`config.mk`:
```
export PLATFORM = sky130hd
export DESIGN_NAME = mioc_flop_bank
export DESIGN_NICKNAME = d
export VERILOG_FILES = /design/src/rtl/mioc_flop_pkg.sv /design/src/rtl/mioc_edge_sync.sv /design/src/rtl/mioc_flop_bank.sv
export SDC_FILE = /design/constraint.sdc
export NUM_CORES = 1
export LEC_CHECK = 0
export ABC_CLOCK_PERIOD_IN_PS = 1900
export CORE_UTILIZATION = 49
export DETAILED_ROUTE_END_ITERATION = 6
export GPL_TIMING_DRIVEN = 1
export PLACE_DENSITY_LB_ADDON = 0.15
export SETUP_SLACK_MARGIN = 0.15
export SLEW_MARGIN = 0
export SYNTH_ARGS = -nofsm -noshare
export SYNTH_HDL_FRONTEND = slang
export SYNTH_SLANG_ARGS = --single-unit
```
`constraint.sdc`:
```
create_clock -name clk -period 1.9 [get_ports clk]
set_input_delay 0.19 -clock clk [delete_from_list [all_inputs] [get_ports clk]]
set_output_delay 0.19 -clock clk [all_outputs]
set_load 0.03 [all_outputs]
```
`src/rtl/mioc_flop_pkg.sv`:
```
// Shared definitions for the MIOC flop bank: edge polarity codes, synchroniser
// depth bounds, the per-channel event bundle and the flop update rule.
package mioc_flop_pkg;

  localparam logic EDGE_RISE = 1'b0;
  localparam logic EDGE_FALL = 1'b1;

  localparam int SYNC_STAGES_MIN = 2;
  localparam int SYNC_STAGES_MAX = 4;
  localparam int CHANNELS_MIN    = 1;
  localparam int CHANNELS_MAX    = 32;

  // Wide enough to hold SYNC_STAGES_MAX in the arm counter.
  localparam int ARM_W = $clog2(SYNC_STAGES_MAX + 1);

  typedef struct packed {
    logic clr;
    logic set;
    logic tgl;
  } chan_ev_t;

  // Clear beats set, set beats toggle; no event holds the current value.
  function automatic logic flop_next(input chan_ev_t ev, input logic q_cur);
    if (ev.clr)      return 1'b0;
    else if (ev.set) return 1'b1;
    else if (ev.tgl) return ~q_cur;
    else             return q_cur;
  endfunction

endpackage

```
`src/rtl/mioc_edge_sync.sv`:
```
// One-bit synchroniser with a previous-value register and a single-polarity
// edge detector. While not armed (or in reset) the whole chain tracks the raw pin.
module mioc_edge_sync
  import mioc_flop_pkg::*;
#(
  parameter int   STAGES = 2,
  parameter logic EDGE   = EDGE_RISE
) (
  input  logic clk,
  input  logic rst,
  input  logic din_i,
  input  logic arm_i,
  output logic ev_o
);

  logic [STAGES-1:0] sync_q;
  logic              prev_q;
  logic              sync_out;
  logic              rise;
  logic              fall;

  // Flushing every stage to the raw level means a change seen while disarmed
  // can never surface later as an edge.
  always_ff @(posedge clk) begin
    // NOTE: sequential state uses non-blocking assignments so every flop
    // samples the pre-edge values regardless of statement order.
    if (rst || !arm_i) begin
      sync_q <= {STAGES{din_i}};
      prev_q <= din_i;
    end else begin
      sync_q <= {sync_q[STAGES-2:0], din_i};
      prev_q <= sync_q[STAGES-1];
    end
  end

  assign sync_out = sync_q[STAGES-1];
  assign rise     = sync_out & ~prev_q;
  assign fall     = ~sync_out & prev_q;
  assign ev_o     = arm_i & ((EDGE == EDGE_FALL) ? fall : rise);

endmodule

```
`src/rtl/mioc_flop_bank.sv`:
```
// Bank of CHANNELS synchronised set/clear/toggle flops with change strobes.
// Define MIOC_FLOP_CONFLICT_EN to build the sticky set/clear conflict flags.
module mioc_flop_bank
  import mioc_flop_pkg::*;
#(
  parameter int                  CHANNELS    = 4,
  parameter int                  SYNC_STAGES = 2,
  parameter logic [CHANNELS-1:0] SET_EDGE    = '0,
  parameter logic [CHANNELS-1:0] CLR_EDGE    = '0,
  parameter logic [CHANNELS-1:0] Q_INIT      = '0
) (
  input  logic                clk,
  input  logic                rst,
  input  logic [CHANNELS-1:0] set_in,
  input  logic [CHANNELS-1:0] clr_in,
  input  logic [CHANNELS-1:0] tgl_in,
  output logic [CHANNELS-1:0] q,
  output logic [CHANNELS-1:0] qbar,
  output logic [CHANNELS-1:0] q_chg,
  output logic [CHANNELS-1:0] conflict,
  input  logic [CHANNELS-1:0] conflict_clr
);

  if (SYNC_STAGES < SYNC_STAGES_MIN || SYNC_STAGES > SYNC_STAGES_MAX) begin : g_bad_sync
    $error("mioc_flop_bank: SYNC_STAGES must be in 2..4");
  end
  if (CHANNELS < CHANNELS_MIN || CHANNELS > CHANNELS_MAX) begin : g_bad_channels
    $error("mioc_flop_bank: CHANNELS must be in 1..32");
  end

  logic [ARM_W-1:0]    arm_q;
  logic                armed;
  logic [CHANNELS-1:0] clr_ev;
  logic [CHANNELS-1:0] set_ev;
  logic [CHANNELS-1:0] tgl_ev;
  logic [CHANNELS-1:0] q_q;
  logic [CHANNELS-1:0] q_d;
  logic [CHANNELS-1:0] chg_q;
  logic [CHANNELS-1:0] chg_d;

  assign armed = (arm_q == '0);

  // Holds edge detection off for SYNC_STAGES cycles after reset.
  always_ff @(posedge clk) begin
    if (rst)         arm_q <= ARM_W'(SYNC_STAGES);
    else if (!armed) arm_q <= arm_q - ARM_W'(1);
  end

  for (genvar i = 0; i < CHANNELS; i++) begin : g_chan
    mioc_edge_sync #(.STAGES(SYNC_STAGES), .EDGE(CLR_EDGE[i])) u_clr (
      .clk(clk), .rst(rst), .din_i(clr_in[i]), .arm_i(armed), .ev_o(clr_ev[i])
    );
    mioc_edge_sync #(.STAGES(SYNC_STAGES), .EDGE(SET_EDGE[i])) u_set (
      .clk(clk), .rst(rst), .din_i(set_in[i]), .arm_i(armed), .ev_o(set_ev[i])
    );
    mioc_edge_sync #(.STAGES(SYNC_STAGES), .EDGE(EDGE_RISE)) u_tgl (
      .clk(clk), .rst(rst), .din_i(tgl_in[i]), .arm_i(armed), .ev_o(tgl_ev[i])
    );
  end

  always_comb begin
    chan_ev_t ev;
    // NOTE: every combinational output gets a default first so no path
    // through the block leaves it unassigned and infers a latch.
    ev  = '0;
    q_d = q_q;
    for (int i = 0; i < CHANNELS; i++) begin
      ev     = '{clr: clr_ev[i], set: set_ev[i], tgl: tgl_ev[i]};
      q_d[i] = flop_next(ev, q_q[i]);
    end
    chg_d = q_d ^ q_q;
  end

  always_ff @(posedge clk) begin
    if (rst) begin
      q_q   <= Q_INIT;
      chg_q <= '0;
    end else begin
      q_q   <= q_d;
      chg_q <= chg_d;
    end
  end

  assign q     = q_q;
  assign qbar  = ~q_q;
  assign q_chg = chg_q;

`ifdef MIOC_FLOP_CONFLICT_EN
  logic [CHANNELS-1:0] conflict_q;
  logic [CHANNELS-1:0] conflict_d;

  // A fresh conflict outranks a same-cycle write-one-to-clear.
  assign conflict_d = (conflict_q & ~conflict_clr) | (clr_ev & set_ev);

  always_ff @(posedge clk) begin
    if (rst) conflict_q <= '0;
    else     conflict_q <= conflict_d;
  end

  assign conflict = conflict_q;
`else
  logic unused_conflict_clr;

  assign unused_conflict_clr = ^conflict_clr;
  assign conflict            = '0;
`endif

endmodule

```
==> key figures <==
Timing
  – Final Cycle Share: 0.852
  – Setup TNS: 0 ns
  – Final setup fails: 0
  – FMAX: a little over 0.6 GHz
  – Clock Skew: 0.00476 ns
  – RSZ-0062 raised after global routing: no
  – Hold Violations, Final: 0
  – Pins Over Slew Limit: 0
  – Tmin final: about 1.6 ns

Die
  – Die Area: ~3600 um^2
  – Die H: 60.3 um
  – Top-Level Pins: 34
  – Starting Density: 0.529
  – DIE WIDTH: 60.3 um
  – Core Area: between 3000 and 4000 um^2
  – Num rows: 20

Drt
  – Routed len/inst: approximately 11 um
  – 1st-iter DRT viols: 44
  – Number of remaining DRC errors: 0
  – Via count of the routed design: 1202
  – Antenna viol nets, final: 0
  – DR pass1 iterations: 4
  – Mean number of vias per cell: ~4.8
  – Drt total wl: 2.69 mm

CTS
  – CTS tree: yes
  – CTS root buf: clkbuf_4
  – CTS Hold Bufs: 0
  – Clk_lat worst skew: 0.37 ns
  – CTS clk-pin slew, worst paths: between 0.1 and 0.15 ns
  – CTS Sinks: 47
  – Cts bufs inserted: 5
  – Clock buffer depth: 2
  – Htree depth: 2

Cells and area
  – Antenna cells: 0
  – Final cell count without fillers: 251
  – Layout cells sized above 1: 0.0918
  – Area grow syn2layout: 20.9%
  – Final nets: about 230
  – Most frequent cells in the layout: nand2_1 (60), dfxtp_1 (47), clkdlybuf4s50_1 (21)
  – Commonest non-fill, non-tap cell in the layout: nand2_1

Setup path
  – CP arrival: about 1.4 ns
  – CP Max Fanout: 3
  – Worst setup EP type: output pin
  – Worst Path Buf+Inv: 1
  – CP delay by family, top: buffers and inverters
  – Slowest-stage cell, CP: clkdlybuf4s50_1
  – Crit path kind: flip-flop to output pin
  – CP peak stage delay: between 0.6 and 0.7 ns
  – CP Cell Sequence: clkdlybuf4s50_1
  – CP startpoint kind: flip-flop
  – CP required: between 1.5 and 2 ns

Synthesis
  – Post-synth cell types: 23
  – Simple-Gate Fraction of Synth Area: 0.224
  – Largest cells by area after synthesis: dfxtp_1 (56%), nand2_1 (14%), nor2b_1 (3.4%)
  – Synth Area in Compound Gates: 0.120
  – Mux share of post-synthesis cell area: 0.00600
  – Top-area cell type share of the netlist area: 0.564
  – Post-Syn Instances: 177
  – Mapped cell area: about 1700 um^2
  – Yosys reg bits: 47
  – Synth area leader: dfxtp_1
  – Post-synthesis xor/xnor area fraction: 0.00525
  – Yosys warning total: 0
  – Main combinational cell family by area after synthesis: simple AND/OR/NAND/NOR gates
  – Post-synthesis adder-cell area fraction: 0.0150
  – Syn_area_per_cell: 9.42 um^2
  – Sequential cell area fraction in the yosys report: 0.564

Flow run
  – Max_cap viols: 0

Global routing
  – First-pass GRT wire length: around 4.6 mm
  – Grt ovf: 0
  – GRT Resource Usage Total: 0.180
  – Vias in the first global route: about 1100
  – Initial antenna violation count: 0
  – Pin count of the biggest net entering global routing: 17

Power and ir drop
  – Pwr Density: 1250 nW/um^2
  – Pleak: between 0.8 and 0.9 nW
  – VDD IR max: between 0.0006 and 0.0007 V

Status
  – Status: completed

Place
  – Dpl cells: about 240
  – Placer congestion estimate: approximately 0.68
  – Detailed-placement wirelength estimate: 1.96 mm
  – PortBufs: 25

Min path
  – Hold WC Path Type: input port to flip-flop
==> power by group <==
part	switching, mW	internal (mW)
Sequential	0.0790	1.17
Combinational	0.439	0.323
Clock	0.294	0.218
Total	0.812	1.71
==> layer usage <==
| metal | track usage | part of all wire |
|---|---|---|
| met5 | 0 | 0 |
| met4 | 0.0930 | 0.022 |
| met3 | 0.0853 | 0.061 |
| met2 | 0.320 | 0.52 |
| met1 | 0.170 | 0.40 |
==> synthesized netlist by cell type <==
library cell	number
nor3b_2	1
nand2_1	60
or2_2	1
xnor2_1	1
nand2b_1	8
ha_1	2
a221oi_1	4
a211oi_2	4
conb_1	1
buf_4	4
o31ai_1	4
nor2b_1	9
o211a_1	4
buf_6	3
a21oi_1	1
o21ai_0	8
or3b_1	1
nor2_1	2
mux2i_1	1
nor3b_1	1
inv_1	7
dfxtp_1	47
buf_2	3
==> cell type report <==
type / count / area [um^2]
clock buffers: 8 / 68.8
fillers: 292 / 1140
inverters: 7 / 26.3
multi-input cells: 116 / 638
flip-flops and latches: 47 / 941
well taps: 44 / 55.1
repair buffers: 29 / 287
==> stage by stage <==
| step | worst slack [ns] | hold WS [ns] | instance area [um^2] | utilization | power [mW] |
|---|---|---|---|---|---|
| after floorplan | 0.510 | 0.218 | 1680 | - | 1.82 |
| after global placement | 0.234 | 0.401 | 1940 | 0.614 | 2.00 |
| after CTS | 0.169 | 0.271 | 2000 | 0.635 | 2.54 |
| after detailed placement | 0.218 | 0.407 | 1940 | 0.614 | 2.04 |
| after global routing | 0.161 | 0.263 | 2020 | 0.639 | 2.69 |
| final | 0.281 | 0.282 | 2020 | 0.639 | 2.52 |
==> registers in the layout (all words and copies together) (netlist names) <==
signal and cells:
g_chan.u_set.sync_q 8, g_chan.u_tgl.sync_q 8, g_chan.u_set.prev_q 4, q_chg 4, g_chan.u_clr.prev_q 4, g_chan.u_clr.sync_q 8, arm_q 3, g_chan.u_tgl.prev_q 4
q 4
==> cell families (layout without fill, tap and decap cells) <==
family | after synthesis | count (layout)
compound gates | 25 | 25
xor+xnor | 1 | 1
fa+ha+maj | 2 | 2
buf+inv | 17 | 44
flops | 47 | 47
mux | 1 | 1
other cells | 1 | 4
simple gates | 83 | 83
==> timing repair <==
action | in CTS | in global routing
pin swaps | 0 | 0
gates resized for setup | 1 | 6
endpoints found under the setup margin | 1 | 34
buffers inserted | 0 | 0
==> worst paths after layout <==
kind | startpoint | endpoint | slack [ns] | cells after the start
worst min-delay path | tgl_in[3] | g_chan[3].u_tgl.sync_q[0]$_DFF_P_ | 0.28 | 1
worst min register to register | g_chan[3].u_clr.sync_q[0]$_DFF_P_ | g_chan[3].u_clr.sync_q[1]$_DFF_P_ | 0.43 | 2
worst max-delay path | q[1]$_SDFF_PP0_ | q[1] | 0.28 | 1
worst max register to register | arm_q[0]$_SDFFE_PP0N_ | q[1]$_SDFF_PP0_ | 0.33 | 6
No activity file was read; power rests on OpenSTA's default activity.
